<file path="src/rtl/prog_loader.sv">
// Program loader: receives an instruction image over a byte stream, writes it
// into the instruction memory, verifies an XOR checksum and releases the CPU.
// Stream format: count byte, then count x {hi, lo} instruction bytes, then one
// checksum byte equal to the XOR of every preceding byte of the stream.
// The instruction memory is also the CPU fetch memory (1-cycle registered read).
module prog_loader #(
    parameter int ADDR_W = 8
) (
    input  logic              clk,
    input  logic              reset,
    input  logic              start,
    input  logic              rx_valid,
    input  logic [7:0]        rx_data,
    output logic              rx_ready,
    input  logic [ADDR_W-1:0] fetch_addr,
    output logic [15:0]       fetch_instr,
    output logic              cpu_hold,
    output logic              loaded,
    output logic              error
);

    localparam int DEPTH = 1 << ADDR_W;
    // Remaining-word counter must hold the full depth when the header byte is 0,
    // and never be narrower than the 8-bit header plus one bit.
    localparam int CNT_W = (ADDR_W >= 8) ? (ADDR_W + 1) : 9;

    typedef enum logic [2:0] {
        S_IDLE,
        S_HDR,
        S_HI,
        S_LO,
        S_CHK,
        S_DONE,
        S_ERR
    } state_t;

    state_t            state_q, state_d;
    logic [CNT_W-1:0]  remain_q, remain_d;
    logic [ADDR_W-1:0] waddr_q, waddr_d;
    logic [7:0]        chk_q, chk_d;
    logic [7:0]        hi_q, hi_d;

    logic              loaded_q, loaded_d;
    logic              error_q, error_d;
    logic              hold_q, hold_d;
    logic [15:0]       fetch_q;

    logic              accept;
    logic              mem_we;
    logic [CNT_W-1:0]  hdr_count;

    logic [15:0]       mem [DEPTH];

    // A header byte of zero means a full-depth image.
    assign hdr_count = (rx_data == 8'h00) ? CNT_W'(DEPTH) : CNT_W'(rx_data);
    assign accept    = rx_valid && rx_ready;

    // State register and load bookkeeping; reset abandons any load in progress.
    always_ff @(posedge clk) begin
        if (reset) begin
            state_q  <= S_IDLE;
            remain_q <= '0;
            waddr_q  <= '0;
            chk_q    <= '0;
            hi_q     <= '0;
        end else begin
            state_q  <= state_d;
            remain_q <= remain_d;
            waddr_q  <= waddr_d;
            chk_q    <= chk_d;
            hi_q     <= hi_d;
        end
    end

    // Next-state and counter update; everything holds while no byte is accepted.
    always_comb begin
        state_d  = state_q;
        remain_d = remain_q;
        waddr_d  = waddr_q;
        chk_d    = chk_q;
        hi_d     = hi_q;
        unique case (state_q)
            S_IDLE, S_DONE, S_ERR: begin
                // Start is only honoured when no load is running.
                if (start) begin
                    state_d = S_HDR;
                end
            end
            S_HDR: begin
                if (accept) begin
                    remain_d = hdr_count;
                    waddr_d  = '0;
                    chk_d    = rx_data;
                    state_d  = S_HI;
                end
            end
            S_HI: begin
                if (accept) begin
                    hi_d    = rx_data;
                    chk_d   = chk_q ^ rx_data;
                    state_d = S_LO;
                end
            end
            S_LO: begin
                if (accept) begin
                    chk_d    = chk_q ^ rx_data;
                    waddr_d  = waddr_q + ADDR_W'(1);
                    remain_d = remain_q - CNT_W'(1);
                    state_d  = (remain_q == CNT_W'(1)) ? S_CHK : S_HI;
                end
            end
            S_CHK: begin
                if (accept) begin
                    state_d = (rx_data == chk_q) ? S_DONE : S_ERR;
                end
            end
            default: begin
                state_d = S_IDLE;
            end
        endcase
    end

    // Output decode: handshake from the current state, status flags from the
    // state being entered so they can be registered without input-to-output paths.
    always_comb begin
        rx_ready = 1'b0;
        mem_we   = 1'b0;
        loaded_d = 1'b0;
        error_d  = 1'b0;
        hold_d   = 1'b1;
        unique case (state_q)
            S_HDR, S_HI, S_LO, S_CHK: rx_ready = 1'b1;
            default:                  rx_ready = 1'b0;
        endcase
        // Reset must win over a pending write in the same cycle.
        mem_we = (state_q == S_LO) && rx_valid && !reset;
        unique case (state_d)
            S_DONE: begin
                loaded_d = 1'b1;
                error_d  = 1'b0;
                hold_d   = 1'b0;
            end
            S_ERR: begin
                loaded_d = 1'b0;
                error_d  = 1'b1;
                hold_d   = 1'b1;
            end
            default: begin
                loaded_d = 1'b0;
                error_d  = 1'b0;
                hold_d   = 1'b1;
            end
        endcase
    end

    // Registered status flags; the CPU stays held out of reset.
    always_ff @(posedge clk) begin
        if (reset) begin
            loaded_q <= 1'b0;
            error_q  <= 1'b0;
            hold_q   <= 1'b1;
        end else begin
            loaded_q <= loaded_d;
            error_q  <= error_d;
            hold_q   <= hold_d;
        end
    end

    // Instruction memory write port; no reset, and words survive a failed checksum.
    always_ff @(posedge clk) begin
        if (mem_we) begin
            mem[waddr_q] <= {hi_q, rx_data};
        end
    end

    // Fetch port: registered read in every state, returns the old word on a
    // same-edge write to the same address.
    always_ff @(posedge clk) begin
        if (reset) begin
            fetch_q <= 16'h0000;
        end else begin
            fetch_q <= mem[fetch_addr];
        end
    end

    assign fetch_instr = fetch_q;
    assign cpu_hold    = hold_q;
    assign loaded      = loaded_q;
    assign error       = error_q;

endmodule

</file>
<file path="config.mk">
export PLATFORM = sky130hd
export DESIGN_NAME = prog_loader
export DESIGN_NICKNAME = d
export VERILOG_FILES = /design/src/rtl/prog_loader.sv
export SDC_FILE = /design/constraint.sdc
export NUM_CORES = 2
export LEC_CHECK = 0
export BUFFER_PORTS_ARGS = -buffer_cell sky130_fd_sc_hd__buf_2
export CAP_MARGIN = 20
export CELL_PAD_IN_SITES_DETAIL_PLACEMENT = 1
export CELL_PAD_IN_SITES_GLOBAL_PLACEMENT = 1
export CORE_MARGIN = 4
export CORE_UTILIZATION = 27
export CTS_CLUSTER_DIAMETER = 60
export DETAILED_ROUTE_END_ITERATION = 16
export PLACE_DENSITY = 0.55
export REMOVE_ABC_BUFFERS = 1
export SKIP_CTS_REPAIR_TIMING = 1
export SYNTH_ARGS = -nofsm -noshare
export SYNTH_HDL_FRONTEND = slang
export SYNTH_SLANG_ARGS = --single-unit
</file>
<file path="constraint.sdc">
create_clock -name clk -period 5.3 [get_ports clk]
set_input_delay 0 -clock clk [delete_from_list [all_inputs] [get_ports clk]]
set_output_delay 0 -clock clk [all_outputs]
set_load 0.01 [all_outputs]
</file>
### Yosys cells after proc, flatten, opt, wreduce, memory -nomap -nowiden

Memories as Yosys holds them, arrays and structs flattened. A register that Yosys moved wholly into a read port is not among the register bits.
Cells that the tools add are included.

* memory bits (writable): 4096
* word-level logic and storage cells: 63
* memories kept: 1
* register bits: 39

* reductions and logical operators: 14
* equality and inequality tests: 13
* muxes and demuxes: 24
* $add $sub $neg: 2
* bitwise logic cells: 1

Memories
* mem: words 256, width 16, read ports 1, clocked after Yosys merged registers in 1, wr ports 1, line 52 `logic [15:0] mem [DEPTH];`

Operator list (number)
* $mux 8: 4
* $pmux 8 s2: 2
* $mux 9: 3
* $mux 3: 6
* $pmux 9 s2: 1
* $eq 3x3->1 const B: 5
* $pmux 3 s5: 1
* $eq 9x1->1 const B: 1
* $sub 9x1->9 const B: 1
* $add 8x1->8 const B: 1
* $eq 8x8->1: 1
* $logic_not 8->1: 1
* $xor 8x8->8: 1
* $eq 3x2->1 const B: 2
* $mux 1: 6
* $reduce_and 3->1: 2
* $ne 2x2->1 const B: 2
* $reduce_bool 2->1: 2
* $reduce_or 4->1: 1
* $eq 3x1->1 const B: 1
* $logic_and 1x1->1: 3
* $logic_not 3->1: 1
* $reduce_or 3->1: 1
* $mux 2: 1
* other kinds (4): 4

### Depth between registers and ports, before layout

* depth in word-level cells: 8
* depth in mapped cells: 13

### Least setup slack after synthesis

OpenSTA, ideal clock, no wires.

* path type: flip-flop to flip-flop
* from: reg hi_q[2]
* to: mem mem[0][10] (data pin)
* arrival: 3.397 ns
* period minus slack after synthesis: 4.252 ns
* slack: 1.048 ns
* path buffers: 0
* stages on the path, launching flop included: 1
* path through: dfxtp_1

RTL lines
* start, declared: line 41 `logic [7:0] hi_q, hi_d;`
* start signal, assigned: line 71 `hi_q <= hi_d;`
* end, declared: line 52

No word-level cell before the write port.

### Final worst setup path

* from: reg state_q[1]
* to: mem mem[28][8], enable pin

* cells in the longest elaborated chain, start to end: 5

Ends and longest elaborated chain
* start, declared: line 37 `state_t state_q, state_d;`
* start signal, assigned: line 67 `state_q <= state_d;`
* $eq 3x2->1: line 136 `mem_we = (state_q == S_LO) && rx_valid && !reset;`
* $logic_and 1x1->1 (2 in a row): line 136
* $mux 1: line 171 `if (mem_we) begin`
* $mux 1 (implied by the code): line 172 `mem[waddr_q] <= {hi_q, rx_data};`

Every way passes these cells.

==> summary.txt <==
Timing
  – Final hold slack: 0.0248 ns
  – Max Slew Vio Count: 0
  – Final hold vios: 0
  – Fin crit share: ~72%
  – RSZ-0062 raised after global routing: no
  – Tmin final: about 3.8 ns
  – Setup-failing EPs final: 0
  – Max-slew headroom: between 7 and 8%
  – Worst Skew: roughly 0.081 ns
  – Fmax: between 200 and 300 MHz
  – Least-Margin Pin Slew: around 1.4 ns

Yosys
  – Most common cell in the netlist: edfxtp_1
  – Synth Flop Type: edfxtp_1
  – Post-Synth XOR/XNOR Area: less than 1%
  – Async set-reset flop share out of synthesis: 0%
  – Flops & latches, synth: ~4200
  – Post-Synth Adder-Cell Area: 0.0468%
  – Netlist area before placement: roughly 160000 um2
  – Sequential-to-total area share from yosys stat: 77.4%
  – Most frequent cells after synthesis: 4096 x edfxtp_1, 816 x mux4_2, 493 x mux2i_1
  – Synth warn: 0
  – Post-synthesis mux area share: 15.0%
  – Synthesized area per cell: ~21 um2
  – Simple-gate share of the synthesized area: 2.19%
  – Compound-Gate Fraction of Synth Area: 3.43%
  – Area leader, netlist: edfxtp_1
  – Largest family of logic cells by synthesized area: multiplexers
  – Yosys top cell area share: between 70% and 80%
  – Area contributors post-synth: edfxtp_1 77%, mux4_2 11%, mux2i_1 3.1%
  – Post-synth cell types: a little over 60
  – EDFF count, synth: 4096
  – Mapped Cells: approximately 7600

Worst setup path
  – Crit. End Element: register
  – Crit Path Class: register to register
  – Critical Path Fanout Max: 17
  – Startpoint Class: register
  – Worst path required time: 5.88 ns
  – WP data arrival: around 4.4 ns

Routing
  – DR vias/cell: between 4 and 5
  – Initial DRC count: just over 9000
  – Final wirelength: roughly 500 mm
  – Post-route ant nets: 0
  – Wire length per cell: between 20 and 30 um
  – DRT Pass-1 Iters: 8
  – # DRC: 0
  – Via Count: 81518

Die
  – CORE AREA: a little under 600000 um2
  – Die Area: 606000 um2
  – Die height: between 700 and 800 um
  – # rows: between 200 and 300
  – Overall die width: 779 um
  – Starting Density: a little over a quarter
  – I/O pins: 40

Final layout
  – # fillers: approximately 59000
  – Register area: ~120000 um2
  – Non-filler cells, final: between 15000 and 20000
  – Layout cells sized above 1: 25.8%
  – Multi-input combinational cell area: 33800 um2
  – Area Growth Syn to Fin: 16.7%
  – Final instance area: between 150000 and 200000 um2
  – Fin util: a little under a third
  – Final nets: 8176

CTS
  – Clk pin slew, worst setup/hold paths: about 0.060 ns
  – CTS tree: yes
  – TritonCTS buffer count: between 400 and 500
  – CTS Root Buffer Type: clkbuf_16
  – Sink Count: 4151
  – CTS Buffer Depth: 4
  – H-tree depth: 5
  – Worst-skew pair later-pin latency: 1.02 ns

Power and ir drop
  – Leak Pwr: roughly 0.054 uW
  – Power per cell area: approximately 370 nW/um2
  – Max VDD drop: between 0.3 and 0.4 mV
  – Pwr Total: between 60000 and 70000 uW

Worst hold path
  – HP Class: primary input to register

GRT
  – Tot GR Track Use: around 16%
  – Vias in the first global route: 84935
  – Total grt overflow: 0
  – Initial antenna violation count: between 40 and 50
  – Global-route wire length before repair: a little under 700 mm
  – Largest net degree at the start of global routing: between 150 and 200

Place
  – Detail Placement HPWL: 302 mm
  – Routability cong.: 0.816
  – Cell Count Post-Placement: around 15000
  – Placed cell area: 173000 um2
  – PortBufs: 39

Run
  – Max-cap violation count: 0

Status
  – Status: complete, no violations
## path summary, 6_finish.rpt
check | from | end | slack [ns] | cells past startpoint
worst max register to register | state_q[1] | mem[28][8] | 1.49 | 6
worst min-delay path | rx_data[1] | mem[13][1] | 0.02 | 2
worst min register to register | remain_q[6] | remain_q[6] | 0.52 | 2
worst max-delay path | state_q[1] | mem[28][8] | 1.49 | 6
## per-stage QoR
step	worst slack, ns	TNS (ns)
3_3_place_gp	0.887	0
2_1_floorplan	-0.175	-2.54
5_1_grt	1.37	0
6_report	1.49	0
4_1_cts	1.53	0
3_5_place_dp	1.03	0
## power by group
group	internal (uW)	total (uW)	switching [uW]	leakage, uW
registers	35900	36000	101	0.0342
clock network	17500	30500	13100	0.00694
logic	966	2930	1960	0.0133
## layout by cell type, fill, tap and decap left out, drive strengths merged, types with 30 or more instances in the layout
master / netlist / routed
a211oi: 39 / 39
a21oi: 137 / 137
a22oi: 61 / 61
buf: 255 / 561
bufinv: 0 / 33
clkbuf: 202 / 575
clkinv: 1 / 194
dfxtp: 55 / 55
edfxtp: 4096 / 4096
inv: 11 / 30
mux2: 50 / 50
mux2i: 493 / 493
mux4: 823 / 823
nand2: 132 / 132
nand3: 75 / 75
nand4: 32 / 32
nor2: 327 / 327
nor3: 89 / 89
o21ai: 81 / 81
o221ai: 213 / 213
o22ai: 194 / 194
## worst max-delay path: stages, from the launching register on
cell and delay (ns):
dfxtp_1 0.65, nor2b_2 0.28, buf_4 0.27, and2_0 0.42
nand4_1 0.55, buf_4 0.48, nor2_2 0.76
## sequential cells by signal, summed over array words and instances, names as in the netlist
name         cells
mem           4096
state_q          3
fetch_instr     16
error            1
waddr_q          8
remain_q         9
chk_q            8
hi_q             8
loaded           1
cpu_hold         1
## layer usage
layer	vias up	global-route usage (%)	part of all wire, %
met5	-	0	0.017
met2	2995	25.7	48
met1	44698	21.8	42
li1	33142	-	-
met4	12	4.60	3.2
met3	671	2.32	6.7
## logic make-up after synthesis
family	after synthesis
DFF	4151
adders and majority gates	6
AOI/OAI and AO/OA	795
and+or+nand+nor	767
buffers and inverters	469
xor gates and xnor gates	23
muxes	1366
## final cells by class
cell class | count | area share [%]
flip-flops and latches | 4151 | 66.3
multi-input cells | 2957 | 18.0
clock buffers | 573 | 6.36
well taps | 7810 | 5.22
repair buffers | 579 | 2.72
clock inverters | 259 | 1.29
inverters | 12 | 0.0281
diodes | 19 | 0.0254
(Power assumes the default switching activity.)
